<file path="config.mk">
export PLATFORM = sky130hd
export DESIGN_NAME = unidad_de_riesgos
export DESIGN_NICKNAME = d
export VERILOG_FILES = /design/src/rtl/riesgos_pkg.sv /design/src/rtl/detector_dependencia.sv /design/src/rtl/unidad_de_riesgos.sv
export SDC_FILE = /design/constraint.sdc
export NUM_CORES = 1
export LEC_CHECK = 0
export BUFFER_PORTS_ARGS = -buffer_cell sky130_fd_sc_hd__buf_2
export CAP_MARGIN = 20
export CORE_AREA = 4 4 44 61
export DETAILED_ROUTE_END_ITERATION = 12
export DIE_AREA = 0 0 48 65
export HOLD_SLACK_MARGIN = 0.02
export PLACE_DENSITY_LB_ADDON = 0.05
export SYNTH_ARGS = -nofsm -noshare
export SYNTH_HDL_FRONTEND = slang
export SYNTH_SLANG_ARGS = --single-unit
</file>
<file path="constraint.sdc">
create_clock -name clk -period 3.6 [get_ports clk]
set_input_delay 0.72 -clock clk [delete_from_list [all_inputs] [get_ports clk]]
set_output_delay 0.72 -clock clk [all_outputs]
set_load 0.01 [all_outputs]
</file>
<file path="src/rtl/riesgos_pkg.sv">
// Shared definitions for the hazard/stall controller: FSM state encoding,
// default register-specifier width and the pipeline-control output bundles.
package riesgos_pkg;

    localparam int REG_W_DEF = 4;

    typedef enum logic [1:0] {
        RUN        = 2'd0,
        LOAD_STALL = 2'd1,
        MEM_WAIT   = 2'd2
    } estado_t;

    typedef struct packed {
        logic pc_en;
        logic ifid_en;
        logic ifid_flush;
        logic idex_bubble;
        logic freeze;
    } ctrl_t;

    // NOP control: front end held, NOPs injected into IF/ID and ID/EX.
    localparam ctrl_t CTRL_NOP = '{pc_en: 1'b0, ifid_en: 1'b0, ifid_flush: 1'b1,
                                   idex_bubble: 1'b1, freeze: 1'b0};
    localparam ctrl_t CTRL_RUN = '{pc_en: 1'b1, ifid_en: 1'b1, ifid_flush: 1'b0,
                                   idex_bubble: 1'b0, freeze: 1'b0};
    localparam ctrl_t CTRL_STALL = '{pc_en: 1'b0, ifid_en: 1'b0, ifid_flush: 1'b0,
                                     idex_bubble: 1'b1, freeze: 1'b0};
    localparam ctrl_t CTRL_HOLD = '{pc_en: 1'b0, ifid_en: 1'b0, ifid_flush: 1'b0,
                                    idex_bubble: 1'b0, freeze: 1'b1};
    localparam ctrl_t CTRL_BRANCH = '{pc_en: 1'b1, ifid_en: 1'b1, ifid_flush: 1'b1,
                                      idex_bubble: 1'b1, freeze: 1'b0};

endpackage

</file>
<file path="src/rtl/detector_dependencia.sv">
// Load-use dependency comparator: flags an ID-stage source that matches the
// destination of a load currently in EXE.
module detector_dependencia
    import riesgos_pkg::*;
#(
    parameter int REG_W = REG_W_DEF
) (
    input  logic [REG_W-1:0] i_rp_dec,
    input  logic [REG_W-1:0] i_rs_dec,
    input  logic             i_usa_rp_dec,
    input  logic             i_usa_rs_dec,
    input  logic [REG_W-1:0] i_rg_exe,
    input  logic             i_es_load_exe,
    input  logic             i_prohib_exe,
    output logic             o_hz
);

    logic w_match_rp;
    logic w_match_rs;

    assign w_match_rp = i_usa_rp_dec & (i_rp_dec == i_rg_exe);
    assign w_match_rs = i_usa_rs_dec & (i_rs_dec == i_rg_exe);
    assign o_hz       = i_es_load_exe & ~i_prohib_exe & (w_match_rp | w_match_rs);

endmodule

</file>
<file path="src/rtl/unidad_de_riesgos.sv">
// Hazard and stall controller for the IF/ID/EXE/MEM/WB pipeline (load-use,
// multi-cycle memory, taken branch). Optional macro: RIESGOS_MEM_TIMEOUT_EN.
module unidad_de_riesgos
    import riesgos_pkg::*;
#(
    parameter int REG_W       = REG_W_DEF,
    parameter int LOAD_LAT    = 1,
    parameter int MEM_TIMEOUT = 255
) (
    input  logic             clk,
    input  logic             rst_n,
    input  logic [REG_W-1:0] RP_dec,
    input  logic [REG_W-1:0] RS_dec,
    input  logic             usa_RP_dec,
    input  logic             usa_RS_dec,
    input  logic [REG_W-1:0] RG_exe,
    input  logic             es_load_exe,
    input  logic             prohib_exe,
    input  logic             salto_exe,
    input  logic             mem_req,
    input  logic             mem_ack,
    output logic             pc_en,
    output logic             ifid_en,
    output logic             ifid_flush,
    output logic             idex_bubble,
    output logic             freeze,
    output logic [1:0]       estado,
    output logic             mem_err
);

    localparam logic [1:0] CNT_INI   = 2'(LOAD_LAT - 1);
    localparam bit         TMO_VALID = (MEM_TIMEOUT > 0) && (MEM_TIMEOUT < 256);

    estado_t    r_estado;
    estado_t    w_estado_next;
    logic [1:0] r_cnt;
    logic [1:0] w_cnt_next;
    ctrl_t      w_ctrl;
    logic       w_hz;
    logic       w_mw;
    logic       w_tmo;

    detector_dependencia #(
        .REG_W(REG_W)
    ) u_detector (
        .i_rp_dec     (RP_dec),
        .i_rs_dec     (RS_dec),
        .i_usa_rp_dec (usa_RP_dec),
        .i_usa_rs_dec (usa_RS_dec),
        .i_rg_exe     (RG_exe),
        .i_es_load_exe(es_load_exe),
        .i_prohib_exe (prohib_exe),
        .o_hz         (w_hz)
    );

    assign w_mw = mem_req & ~mem_ack;

`ifdef RIESGOS_MEM_TIMEOUT_EN
    localparam logic [7:0] TMO_LIM = 8'(MEM_TIMEOUT - 1);

    logic [7:0] r_tmo_cnt;
    logic       r_mem_err;

    // The abort fires on the MEM_TIMEOUT-th consecutive unacknowledged wait cycle.
    assign w_tmo = TMO_VALID & (r_estado == MEM_WAIT) & w_mw & (r_tmo_cnt == TMO_LIM);

    always_ff @(posedge clk) begin
        if (!rst_n) begin
            r_tmo_cnt <= 8'd0;
            r_mem_err <= 1'b0;
        end else begin
            if (r_estado == MEM_WAIT && !w_tmo) begin
                r_tmo_cnt <= r_tmo_cnt + 8'd1;
            end else begin
                r_tmo_cnt <= 8'd0;
            end
            if (w_tmo) begin
                r_mem_err <= 1'b1;
            end
        end
    end

    assign mem_err = r_mem_err;
`else
    assign w_tmo   = 1'b0;
    assign mem_err = 1'b0 & TMO_VALID;
`endif

    always_ff @(posedge clk) begin
        if (!rst_n) begin
            r_estado <= RUN;
            r_cnt    <= 2'd0;
        end else begin
            r_estado <= w_estado_next;
            r_cnt    <= w_cnt_next;
        end
    end

    always_comb begin
        w_ctrl        = CTRL_RUN;
        w_estado_next = r_estado;
        w_cnt_next    = r_cnt;

        case (r_estado)
            RUN: begin
                if (w_mw) begin
                    w_ctrl        = CTRL_HOLD;
                    w_estado_next = MEM_WAIT;
                end else if (salto_exe) begin
                    // The dependent instruction is flushed, so a pending hz is moot.
                    w_ctrl = CTRL_BRANCH;
                end else if (w_hz) begin
                    w_ctrl     = CTRL_STALL;
                    w_cnt_next = CNT_INI;
                    if (LOAD_LAT > 1) begin
                        w_estado_next = LOAD_STALL;
                    end
                end
            end

            LOAD_STALL: begin
                if (w_mw) begin
                    w_ctrl        = CTRL_HOLD;
                    w_estado_next = MEM_WAIT;
                end else begin
                    w_ctrl     = CTRL_STALL;
                    w_cnt_next = r_cnt - 2'd1;
                    if (r_cnt <= 2'd1) begin
                        w_cnt_next    = 2'd0;
                        w_estado_next = RUN;
                    end
                end
            end

            MEM_WAIT: begin
                w_ctrl = CTRL_HOLD;
                if (mem_req && mem_ack) begin
                    w_estado_next = (r_cnt != 2'd0) ? LOAD_STALL : RUN;
                end else if (!mem_req) begin
                    w_estado_next = RUN;
                    w_cnt_next    = 2'd0;
                end else if (w_tmo) begin
                    w_ctrl        = CTRL_NOP;
                    w_estado_next = RUN;
                    w_cnt_next    = 2'd0;
                end
            end

            default: begin
                w_ctrl        = CTRL_NOP;
                w_estado_next = RUN;
                w_cnt_next    = 2'd0;
            end
        endcase

        if (!rst_n) begin
            w_ctrl = CTRL_NOP;
        end
    end

    assign pc_en       = w_ctrl.pc_en;
    assign ifid_en     = w_ctrl.ifid_en;
    assign ifid_flush  = w_ctrl.ifid_flush;
    assign idex_bubble = w_ctrl.idex_bubble;
    assign freeze      = w_ctrl.freeze;
    assign estado      = rst_n ? r_estado : RUN;

endmodule

</file>
==> results.txt <==
----------------------------------------------------
[Detailed routing]
  Total vias in the final route ... between 500 and 600
  Via density per instance ... ~4.5
  Routed WL per cell ... approximately 11 um
  Post-detailed-route DRC marker count ... 0
  Number of iterations in the first detailed-routing pass ... 3
  Antenna Violating Nets Remaining ... 0
  Wire length reported by the detailed router ... between 1000 and 1500 um
  DRC violation total after the first TritonRoute iteration ... 7

[Synth]
  Arithmetic-cell share of the synthesized area counting full adders, half adders and majority gates ... approximately 10%
  Cell count after synthesis ... 66
  Number of distinct standard cells referenced by the synthesized netlist ... 28
  Share of flip-flops with an asynchronous set or reset ... 0%
  Most area-hungry cell type in the Yosys netlist ... sky130_fd_sc_hd__dfxtp_1
  Simple-gate share of the synthesized area ... around 22%
  YS warnings ... 0
  Multiplexer area fraction after synthesis ... about 2.1%
  Portion of the post-synthesis area used by sequential elements ... between 10% and 20%
  Area of the mapped netlist ... between 400 and 500 sq um
  Flop and latch count out of synthesis ... 4
  Number of nets produced by synthesis ... 91
  Most used flip-flop cell after synthesis ... sky130_fd_sc_hd__dfxtp_1
  Compound-cell area share of the yosys netlist ... 24.5%
  Mean instance size in the synthesized netlist ... around 7.4 sq um
  Post-synth EDFFs ... 0
  Cells taking the most area after synthesis ... sky130_fd_sc_hd__dfxtp_1, sky130_fd_sc_hd__xnor2_1, sky130_fd_sc_hd__ha_1
  Synth Area in XOR/XNOR ... ~14%
  Area share of the largest cell type after synthesis ... around 16%
  Largest family of logic cells by synthesized area ... compound AO/OA/AOI/OAI gates

[Clocking]
  Clock-pin transition on the worst setup and hold timing paths ... ~30 ps
  Clock tree from TritonCTS ... built
  Worst-skew pair later-pin latency ... around 230 ps
  Post-cts repair resize count ... 0
  Clock buffer count from CTS ... 3
  Total number of clock tree sinks ... 4
  Number of buffers on the longest clock path ... 2
  Number of hold buffers added after cts ... 0
  Cell at the root of the clock tree ... sky130_fd_sc_hd__clkbuf_4
  Buffer count from post-CTS setup fixing ... 0
  # H-tree levels ... 1

[Setup path]
  Cells along the critical path ... buf_2 > xnor2_1 > nand3_1 > o22a_1 > nor2b_1 > o211ai_1 > buf_2
  Cell occurring most often along the worst timing path ... sky130_fd_sc_hd__buf_2
  Startpoint type of the worst setup path ... input pin
  Arr. time, crit path ... 1830 ps
  Capturing point of the worst reg2reg path ... r_cnt[0]$_SDFFE_PN0P_
  CP Data Required Time ... around 2900 ps
  Kind of cell adding the most delay to the critical path ... compound AO/OA/AOI/OAI gates
  Critical path endpoint category ... output port
  FF-to-FF setup slack ... a little over 2000 ps
  Critical path class ... in -> out
  Biggest cell delay along the critical path ... about 240 ps
  Worst reg2reg path startpoint ... r_estado[0]$_SDFFE_PN0P_
  Worst path bufs/invs ... 2
  Worst r2r path cells ... 7
  Critical-path top delay cell ... sky130_fd_sc_hd__o22a_1
  Highest fanout seen on the critical path ... 3

[Pwr]
  Final Power ... 190 uW
  Leakage power ... 0.000295 uW
  Worst IR Drop VDD ... roughly 0.081 mV
  Total power density per cell area ... approximately 290 nW/um^2

[Timing]
  Number of pins exceeding their max-slew limit in the final report ... 0
  Crit share post-route ... a little over two thirds
  Final min period ... 2550 ps
  Highest attainable clock frequency ... 393 MHz
  Final Worst Setup Slack ... around 1100 ps
  Final hold violation count ... 0
  Setup TNS ... 0 ps
  RSZ-0062 raised after global routing ... false
  Final-report setup violation count ... 0
  Worst clock skew ... around 0.27 ps
  Hold_ws ... approximately 470 ps

[Global route]
  GRT Total Usage ... under 10%
  Initial antenna violation count ... 0
  Wire length of the first global-routing pass ... just under 2000 um
  GRT Residual Overflow ... 0
  Number of global-route vias before repair ... a little under 500
  Maximum number of pins on one net before global-route repair ... 9

[Floorplan]
  Die ar. ... 3120 sq um
  Starting Density ... 22.6%
  Width of the chip ... 48 um
  Placeable core region ... around 2200 sq um
  Number of top-level design ports ... 29
  Number of placement rows ... 20
  Die height ... 65 um

[Finish]
  Most frequent standard cell in the layout excluding fill and tap cells ... sky130_fd_sc_hd__buf_2
  Share of layout cells above drive strength 1 ... between 30% and 40%
  Commonest non-fill, non-tap cells in the layout ... sky130_fd_sc_hd__buf_2, sky130_fd_sc_hd__xnor2_1, sky130_fd_sc_hd__nand2_1
  Number of fill cells ... roughly 250
  Layout area overhead ... 33.0%
  Nets ... roughly 120
  Post-route insts no fill ... 114
  N_diodes ... 0

[Min path]
  Source of the worst hold timing path ... r_cnt[1]$_SDFFE_PN0P_
  Endpoint with the worst hold slack ... r_cnt[1]$_SDFFE_PN0P_
  Worst Hold Class ... reg -> reg
  Worst hold path depth ... 2

[Place]
  Port bufs ... 27
  Pre-CTS setup slack ... a little over 1000 ps
  Cell Count Post-Placement ... around 110
  Placed wire-length estimate ... around 1100 um
  Weighted congestion at the end of routability-driven global placement ... between 0.6 and 0.7

[Run]
  Max cap viols ... 0

[Status]
  Run status ... complete, no violations

----------------------------------------------------
state kept, by name, summed over array words and instances (netlist names):
register  flops
r_cnt         2
r_estado      2
power by group:
group / total, uW / switching, uW / internal (uW)
Combinational: 85.8 / 46.5 / 39.4
Clock: 52.9 / 15.8 / 37.1
Sequential: 50.8 / 3.39 / 47.4
Total: 190 / 65.6 / 124
worst max path at each step:
stage                     slack [ps]          end   startpoint  cells after the start
after floorplan                 1270        pc_en  es_load_exe                      5
after global placement          1070  idex_bubble    RG_exe[0]                      7
after detailed placement        1030  idex_bubble    RG_exe[2]                      7
after CTS                       1030  idex_bubble    RG_exe[2]                      7
after global routing             980  idex_bubble   prohib_exe                      7
final                           1050  idex_bubble    RG_exe[2]                      7
routing by layer:
layer | global-route usage (%) | routed length [um]
met5 | 0 | 0
met4 | 5.05 | 0
met3 | 0.833 | 108
met2 | 16.9 | 698
met1 | 7.35 | 490
through the flow:
stage	instance area [sq um]	utilization, %
2_1_floorplan	485	-
3_3_place_gp	623	29.0
3_5_place_dp	623	29.0
4_1_cts	646	30.0
5_1_grt	646	30.0
6_report	646	30.0
Yosys cell counts (2+ instances only):
| library cell | instances |
|---|---|
| sky130_fd_sc_hd__a21oi_1 | 3 |
| sky130_fd_sc_hd__nor2_1 | 5 |
| sky130_fd_sc_hd__nand2b_1 | 2 |
| sky130_fd_sc_hd__ha_1 | 4 |
| sky130_fd_sc_hd__nor2b_1 | 2 |
| sky130_fd_sc_hd__o211ai_1 | 2 |
| sky130_fd_sc_hd__buf_4 | 2 |
| sky130_fd_sc_hd__inv_1 | 5 |
| sky130_fd_sc_hd__nand2_1 | 7 |
| sky130_fd_sc_hd__nand3_1 | 6 |
| sky130_fd_sc_hd__xnor2_1 | 8 |
| sky130_fd_sc_hd__dfxtp_1 | 4 |
final cells by class:
type                       count  area (sq um)  area share [%]
clock buffer                   3          22.5            3.49
inverter                       5          18.8            2.91
multi-input combinational     53           362            56.0
sequential                     4          80.1            12.4
tap                           22          27.5            4.26
timing repair buffer          27           135            20.9
logic make-up after synthesis:
group / after synthesis
AND/OR/NAND/NOR: 23
AO/OA/AOI/OAI: 16
buffers and inverters: 9
XOR/XNOR: 8
adder cells (fa/ha/maj): 4
flip-flops: 4
other: 1
multiplexers: 1
worst min-delay path: stages, from the launching register on:
cell and delay, ps:
sky130_fd_sc_hd__dfxtp_1 330, sky130_fd_sc_hd__nand2_1 60, sky130_fd_sc_hd__a21oi_1 30
No activity file was read; power rests on OpenSTA's default activity.
